$ cat config.mk
export PLATFORM = sky130hd
export DESIGN_NAME = dmem_arbiter_flat
export DESIGN_NICKNAME = d
export VERILOG_FILES = /design/src/rtl/dmem_arbiter_if.sv /design/src/rtl/dmem_arbiter.sv /design/src/flat_wrapper.sv
export SDC_FILE = /design/constraint.sdc
export NUM_CORES = 1
export LEC_CHECK = 0
export BUFFER_PORTS_ARGS = -buffer_cell sky130_fd_sc_hd__buf_4
export CAP_MARGIN = 20
export CORE_MARGIN = 4
export CORE_UTILIZATION = 25
export CTS_CLUSTER_DIAMETER = 100
export DETAILED_ROUTE_END_ITERATION = 16
export PLACE_DENSITY = 0.6
export SLEW_MARGIN = 15
export SYNTH_ARGS = -nofsm -noshare
export SYNTH_HDL_FRONTEND = slang
export SYNTH_SLANG_ARGS = --single-unit
$ cat constraint.sdc
create_clock -name clk -period 1.89 [get_ports clk]
set_input_delay 0.2835 -clock clk [delete_from_list [all_inputs] [get_ports clk]]
set_output_delay 0.2835 -clock clk [all_outputs]
set_load 0.05 [all_outputs]
$ cat src/rtl/dmem_arbiter_if.sv
// dmem_arbiter_if: one requester port (request, address/data, lock, grant/response) of dmem_arbiter
interface dmem_arbiter_if;
    logic        req;
    logic        we;
    logic        lock;
    logic [31:0] a;
    logic [31:0] wd;
    logic        gnt;
    logic        ack;
    logic        err;
    logic [31:0] rd;
    modport master (output req, we, lock, a, wd, input gnt, ack, err, rd);
    modport slave  (input req, we, lock, a, wd, output gnt, ack, err, rd);
endinterface

$ cat src/rtl/dmem_arbiter.sv
// dmem_arbiter: round-robin two-port arbiter for a single-port data memory; DMEM_ARB_LOCK_EN enables ownership locking
module dmem_arbiter #(
    parameter int DEPTH = 64
) (
    input  logic          clk,
    input  logic          rst_n,
    dmem_arbiter_if.slave port0,
    dmem_arbiter_if.slave port1,
    output logic          mem_we_o,
    output logic [31:0]   mem_a_o,
    output logic [31:0]   mem_wd_o,
    input  logic [31:0]   mem_rd_i
);
    localparam logic [0:0] IDLE  = 1'b0;
    localparam logic [0:0] SERVE = 1'b1;

    logic [0:0]  state_q, state_d;
    logic        owner_q, owner_d;
    logic        prio_q, prio_d;
    logic [1:0]  gnt_q, gnt_d;
    logic [1:0]  ack_q, ack_d;
    logic [1:0]  err_q, err_d;
    logic [31:0] rd0_q, rd0_d;
    logic [31:0] rd1_q, rd1_d;
    logic [1:0]  req, elig;
    logic        serve, sel_we, in_range;
    logic [31:0] sel_a, sel_wd;

    assign req      = {port1.req, port0.req};
    assign serve    = state_q == SERVE;
    assign sel_we   = owner_q ? port1.we : port0.we;
    assign sel_a    = owner_q ? port1.a : port0.a;
    assign sel_wd   = owner_q ? port1.wd : port0.wd;
    assign in_range = {2'b00, sel_a[31:2]} < 32'(DEPTH);

    // memory pins follow the owner only while serving; out-of-range accesses never reach the array
    assign mem_we_o = serve && sel_we && in_range;
    assign mem_a_o  = (serve && in_range) ? sel_a : '0;
    assign mem_wd_o = serve ? sel_wd : '0;

    assign port0.gnt = gnt_q[0];
    assign port1.gnt = gnt_q[1];
    assign port0.ack = ack_q[0];
    assign port1.ack = ack_q[1];
    assign port0.err = err_q[0];
    assign port1.err = err_q[1];
    assign port0.rd  = rd0_q;
    assign port1.rd  = rd1_q;

`ifdef DMEM_ARB_LOCK_EN
    logic       locked_q, locked_d;
    logic [1:0] lock;
    assign lock = {port1.lock, port0.lock};
    // a port is eligible unless it is being acked now; while locked only the holder may win
    assign elig = (req & ~ack_q) & (locked_q ? (owner_q ? 2'b10 : 2'b01) : 2'b11);
`else
    logic unused_lock;
    assign unused_lock = port0.lock ^ port1.lock;
    // a port is eligible unless it is being acked now
    assign elig = req & ~ack_q;
`endif

    // next state: pick an owner in IDLE, complete its single access at the end of SERVE
    always_comb begin
        state_d = IDLE;
        owner_d = owner_q;
        prio_d  = prio_q;
        gnt_d   = '0;
        ack_d   = '0;
        err_d   = '0;
        rd0_d   = rd0_q;
        rd1_d   = rd1_q;
`ifdef DMEM_ARB_LOCK_EN
        locked_d = locked_q;
`endif
        if (!serve) begin
            if (|elig) begin
                state_d = SERVE;
                owner_d = (elig == 2'b11) ? prio_q : elig[1];
                gnt_d   = owner_d ? 2'b10 : 2'b01;
            end
`ifdef DMEM_ARB_LOCK_EN
            if (locked_q && !req[owner_q] && !lock[owner_q]) locked_d = 1'b0;
`endif
        end else begin
            ack_d[owner_q] = 1'b1;
            err_d[owner_q] = !in_range;
            if (!sel_we && owner_q)  rd1_d = in_range ? mem_rd_i : '0;
            if (!sel_we && !owner_q) rd0_d = in_range ? mem_rd_i : '0;
            prio_d = ~owner_q;
`ifdef DMEM_ARB_LOCK_EN
            locked_d = lock[owner_q];
            if (lock[owner_q]) prio_d = prio_q;
`endif
        end
    end

    // state and registered outputs
    always_ff @(posedge clk or negedge rst_n) begin
        if (!rst_n) begin
            state_q <= IDLE;
            owner_q <= 1'b0;
            prio_q  <= 1'b0;
            gnt_q   <= '0;
            ack_q   <= '0;
            err_q   <= '0;
            rd0_q   <= '0;
            rd1_q   <= '0;
`ifdef DMEM_ARB_LOCK_EN
            locked_q <= 1'b0;
`endif
        end else begin
            state_q <= state_d;
            owner_q <= owner_d;
            prio_q  <= prio_d;
            gnt_q   <= gnt_d;
            ack_q   <= ack_d;
            err_q   <= err_d;
            rd0_q   <= rd0_d;
            rd1_q   <= rd1_d;
`ifdef DMEM_ARB_LOCK_EN
            locked_q <= locked_d;
`endif
        end
    end
endmodule

$ cat src/flat_wrapper.sv
// flat-port wrapper written by rule: the top's interface ports become plain ports
module dmem_arbiter_flat 
#(
    parameter int DEPTH = 64
)
  (clk, rst_n, mem_we_o, mem_a_o, mem_wd_o, mem_rd_i, port0_req, port0_we, port0_lock, port0_a, port0_wd, port0_gnt, port0_ack, port0_err, port0_rd, port1_req, port1_we, port1_lock, port1_a, port1_wd, port1_gnt, port1_ack, port1_err, port1_rd);
  dmem_arbiter_if port0_i ();
  dmem_arbiter_if port1_i ();
  input  logic clk;
  input  logic rst_n;
  output logic mem_we_o;
  output logic [31:0] mem_a_o;
  output logic [31:0] mem_wd_o;
  input  logic [31:0] mem_rd_i;
  input wire logic [$bits(port0_i.req)-1:0] port0_req;
  input wire logic [$bits(port0_i.we)-1:0] port0_we;
  input wire logic [$bits(port0_i.lock)-1:0] port0_lock;
  input wire logic [$bits(port0_i.a)-1:0] port0_a;
  input wire logic [$bits(port0_i.wd)-1:0] port0_wd;
  output wire logic [$bits(port0_i.gnt)-1:0] port0_gnt;
  output wire logic [$bits(port0_i.ack)-1:0] port0_ack;
  output wire logic [$bits(port0_i.err)-1:0] port0_err;
  output wire logic [$bits(port0_i.rd)-1:0] port0_rd;
  input wire logic [$bits(port1_i.req)-1:0] port1_req;
  input wire logic [$bits(port1_i.we)-1:0] port1_we;
  input wire logic [$bits(port1_i.lock)-1:0] port1_lock;
  input wire logic [$bits(port1_i.a)-1:0] port1_a;
  input wire logic [$bits(port1_i.wd)-1:0] port1_wd;
  output wire logic [$bits(port1_i.gnt)-1:0] port1_gnt;
  output wire logic [$bits(port1_i.ack)-1:0] port1_ack;
  output wire logic [$bits(port1_i.err)-1:0] port1_err;
  output wire logic [$bits(port1_i.rd)-1:0] port1_rd;
  assign port0_i.req = port0_req;
  assign port0_i.we = port0_we;
  assign port0_i.lock = port0_lock;
  assign port0_i.a = port0_a;
  assign port0_i.wd = port0_wd;
  assign port0_gnt = port0_i.gnt;
  assign port0_ack = port0_i.ack;
  assign port0_err = port0_i.err;
  assign port0_rd = port0_i.rd;
  assign port1_i.req = port1_req;
  assign port1_i.we = port1_we;
  assign port1_i.lock = port1_lock;
  assign port1_i.a = port1_a;
  assign port1_i.wd = port1_wd;
  assign port1_gnt = port1_i.gnt;
  assign port1_ack = port1_i.ack;
  assign port1_err = port1_i.err;
  assign port1_rd = port1_i.rd;
  dmem_arbiter #(.DEPTH(DEPTH)) u_core (.clk(clk), .rst_n(rst_n), .port0(port0_i), .port1(port1_i), .mem_we_o(mem_we_o), .mem_a_o(mem_a_o), .mem_wd_o(mem_wd_o), .mem_rd_i(mem_rd_i));
endmodule
==> flow_summary_export.csv <==
group,metric,value,unit
global_route,first_global_vias,4189,
clock_tree,clockBufferDepth,2,
clock_tree,htree_levels,3,
synth,synth-xor-area-share,0,
routing,wl_per_cell,16.21,µm
routing,viasPerCell,4.419,
place,dp_hpwl,11250,µm
layout,final_util,0.4576,
synth,synth_area,0.003910,mm²
routing,dr.pass1.iters,4,
routing,drt_iter0_drc,219,
power,power_density,1070,mW/mm²
place,dp_slack,-0.5990,ns
clock_tree,cts_buffers,9,
sta,tightest_slew,0.5525,ns
routing,via_count,3973,
clock_tree,root_buffer,"clkbuf_16",
clock_tree,numClockSinks,73,
sta,setup_slack,-0.6834,ns
job,maxCapViolCount,0,
setup_path,crit_path_max_fanout,11,
routing,wl_met2,7890,µm
power,intPower,4.310,mW
global_route,antenna_found_initial,1,
setup_path,crit_type,"reg2out",
power,combPwrFrac,0.561,
die,std_cell_rows,45,
sta,drv_slew,0,
die,io-pin-count,303,
sta,finalSetupViolCount,107,
routing,top_layer,"met4",
sta,skew,0.005543,ns
layout,ff_latch_area,0.001828,mm²
layout,area_growth,78.56,%
power,clock_power_share,0.210,
clock_tree,clk_latency,0.33,ns
synth,synthCells,408,
synth,syn_avg_cell_area,9.583,µm²
worst_hold_path,hold_class,"in2reg",
layout,nNetsFinal,851,
synth,synthSimpleGateAreaFrac,0.1725,
clock_tree,path_clk_slew,0.05,ns
die,dieWidth,133.1,µm
routing,drt-met1-wl,5284,µm
global_route,grtUsageTotal,0.1608,
die,design.core.area,0.01526,mm²
setup_path,start_kind,"register",
global_route,grt_max_degree,53,
synth,yosysUniqueCellTypes,30,
global_route,grt_pass1_wl,22600,µm
power,p_leak,3.594,nW
sta,rsz0062_at_grt,"yes",
routing,drc,0,
sta,relSlewSlack,0.6317,
power,seqPwrFrac,0.229,
sta,finalCritPeriodShare,1.362,
sta,finalHoldViolations,0,
die,die_y,133.1,µm
synth,yosys_warnings,0,
die,start_util,0.2563,
synth,yosysSeqAreaShare,0.4672,
sta,setup_tns,-31.70,ns
setup_path,arrival,2.29,ns
power,max-vdd-ir-drop,0.0009770,V
sta,max_freq,388.6,MHz
power,swShare,0.4229,
setup_path,required,1.61,ns
layout,layout-drive-gt1-share,0.5473,
global_route,grt_overflow,0,
synth,yosys_register_bits,73,
sta,min_period,2.573,ns
layout,multi_input_area,0.001994,mm²
place,gp_congestion,0.8026,
synth,synth_top_family_by_area,"simple AND/OR/NAND/NOR gates",
power,p_sw,3.158,mW
die,dieArea,0.01771,mm²
layout,fill_cells,1451,
setup_path,end_kind,"output port",
clock_tree,cts_tree,"built",
synth,synthMuxAreaShare,0.1078,
routing,routed_wl,14570,µm
routing,dr_wl_met3,1212,µm
outcome,status,"finished, violations left",
routing,postRouteAntennaNets,0,
synth,synth-compound-area-share,0.1331,
place,portBuffers,276,
outcome,violations,"setup timing",
synth,synth_fa_ha_area_frac,0,
-- metal layers --
layer	global-route usage	vias to the layer above
met2	0.2861	182
met4	0.05716	0
met1	0.1797	1879
met3	0.05171	14
met5	0	-
li1	-	1898
-- kinds of logic (layout without fill, tap and decap cells) --
logic type | after synthesis | in the layout
and+or+nand+nor | 133 | 133
AOI/OAI and AO/OA | 69 | 69
other | 1 | 25
buffers and inverters | 90 | 346
muxes | 42 | 42
DFF | 73 | 73
-- cell usage in the layout, fill, tap and decap left out, drive strengths merged --
master and instances:
o31ai 64, nor2 3, nor4b 1, o21bai 1, nor3 3, conb 24, nand3 2, bufbuf 1
a221o 1, or4b 1, nand4 2, nor2b 33, mux2 1, clkinvlp 1, nor3b 9, dlygate4sd3 1
and2 3, clkbuf 10, nor4 7, clkinv 3, inv 35, mux2i 41, nand2b 3, buf 295
or4 1, dfrtp 73, a311oi 1, a21oi 1, diode 1, o22a 1, nand2 65
-- synth_stat cells (all sizes together) --
library cell / instances / area, µm²
o22a: 1 / 8.760
a311oi: 1 / 8.760
o21bai: 1 / 7.510
a221o: 1 / 10.01
clkbuf: 24 / 90.09
nor3b: 9 / 67.56
buf: 32 / 245.2
and2: 3 / 18.77
nor4b: 1 / 8.760
mux2i: 41 / 410.4
nor2b: 33 / 206.5
nand2b: 3 / 18.77
nor2: 3 / 11.26
nand4: 2 / 12.51
a21oi: 1 / 5.000
conb: 1 / 3.750
nor4: 7 / 43.79
inv: 34 / 127.6
or4: 1 / 7.510
dfrtp: 73 / 1827
or4b: 1 / 10.01
mux2: 1 / 11.26
nand3: 2 / 10.01
o31ai: 64 / 480.5
nand2: 65 / 244.0
nor3: 3 / 15.01
-- metrics by stage --
step | cells | cell area (µm²) | total power [mW] | hold slack, ns
after global placement | 878 | 6364 | 5.458 | 0.3039
after floorplan | 431 | 4200 | 4.313 | -0.01209
after global routing | 899 | 6982 | 7.852 | 0.1402
after CTS | 897 | 6870 | 7.575 | 0.1289
final | 899 | 6982 | 7.469 | 0.1504
after detailed placement | 878 | 6364 | 5.478 | 0.3166
-- registers in the layout, summed over array words and instances, names as in the netlist --
name and flops:
u_core.ack_q 2, u_core.err_q 2, u_core.gnt_q 2, u_core.owner_q 1
u_core.port0.rd 32, u_core.port1.rd 32, u_core.prio_q 1, u_core.serve 1
-- power groups by stage --
stage	Clock, mW	Sequential [mW]	Combinational (mW)
2_1_floorplan	0	1.90	2.41
3_3_place_gp	0	1.74	3.72
3_5_place_dp	0	1.74	3.74
4_1_cts	1.64	1.71	4.22
5_1_grt	1.72	1.72	4.41
6_report	1.57	1.71	4.19
-- area by class of cell --
type / instances / area share
Timing Repair Buffer: 297 / 0.3573
Multi-Input combinational cell: 268 / 0.2857
Sequential cell: 73 / 0.2618
Tap cell: 211 / 0.03781
Clock buffer: 10 / 0.03423
Inverter: 34 / 0.01828
Clock inverter: 5 / 0.004480
Antenna cell: 1 / 0.0003584
-- repair_timing --
item                                    CTS  global route
gates cloned                              3             0
hold buffers                              1             0
pin swaps                                 0             0
endpoints found under the setup margin  107           107
hold endpoints to repair                 38             0
gates resized for setup                  38            22
buffers inserted                          0             1
-- critical path: stages (launching register included) --
cell     delay, ns
dfrtp_2       0.38
or4b_1        0.44
o22a_1        0.23
a221o_4       0.48
nor3b_4       0.24
buf_6         0.18
-- worst paths after layout --
kind                                     start  slack, ns             endpoint  cells after the start
setup / recovery                u_core.owner_q      -0.68           mem_a_o[0]                      5
max in group asynchronous                rst_n       0.84  u_core.port1.rd[23]                      3
setup reg to reg                u_core.owner_q      -0.42   u_core.port1.rd[9]                      6
min in group asynchronous                rst_n       0.48   u_core.port1.rd[0]                      2
hold reg to reg            u_core.port0.rd[28]       0.48  u_core.port0.rd[28]                      2
hold / removal                       port1_req       0.15      u_core.gnt_q[0]                      2
No activity file was read; power rests on OpenSTA's default activity.
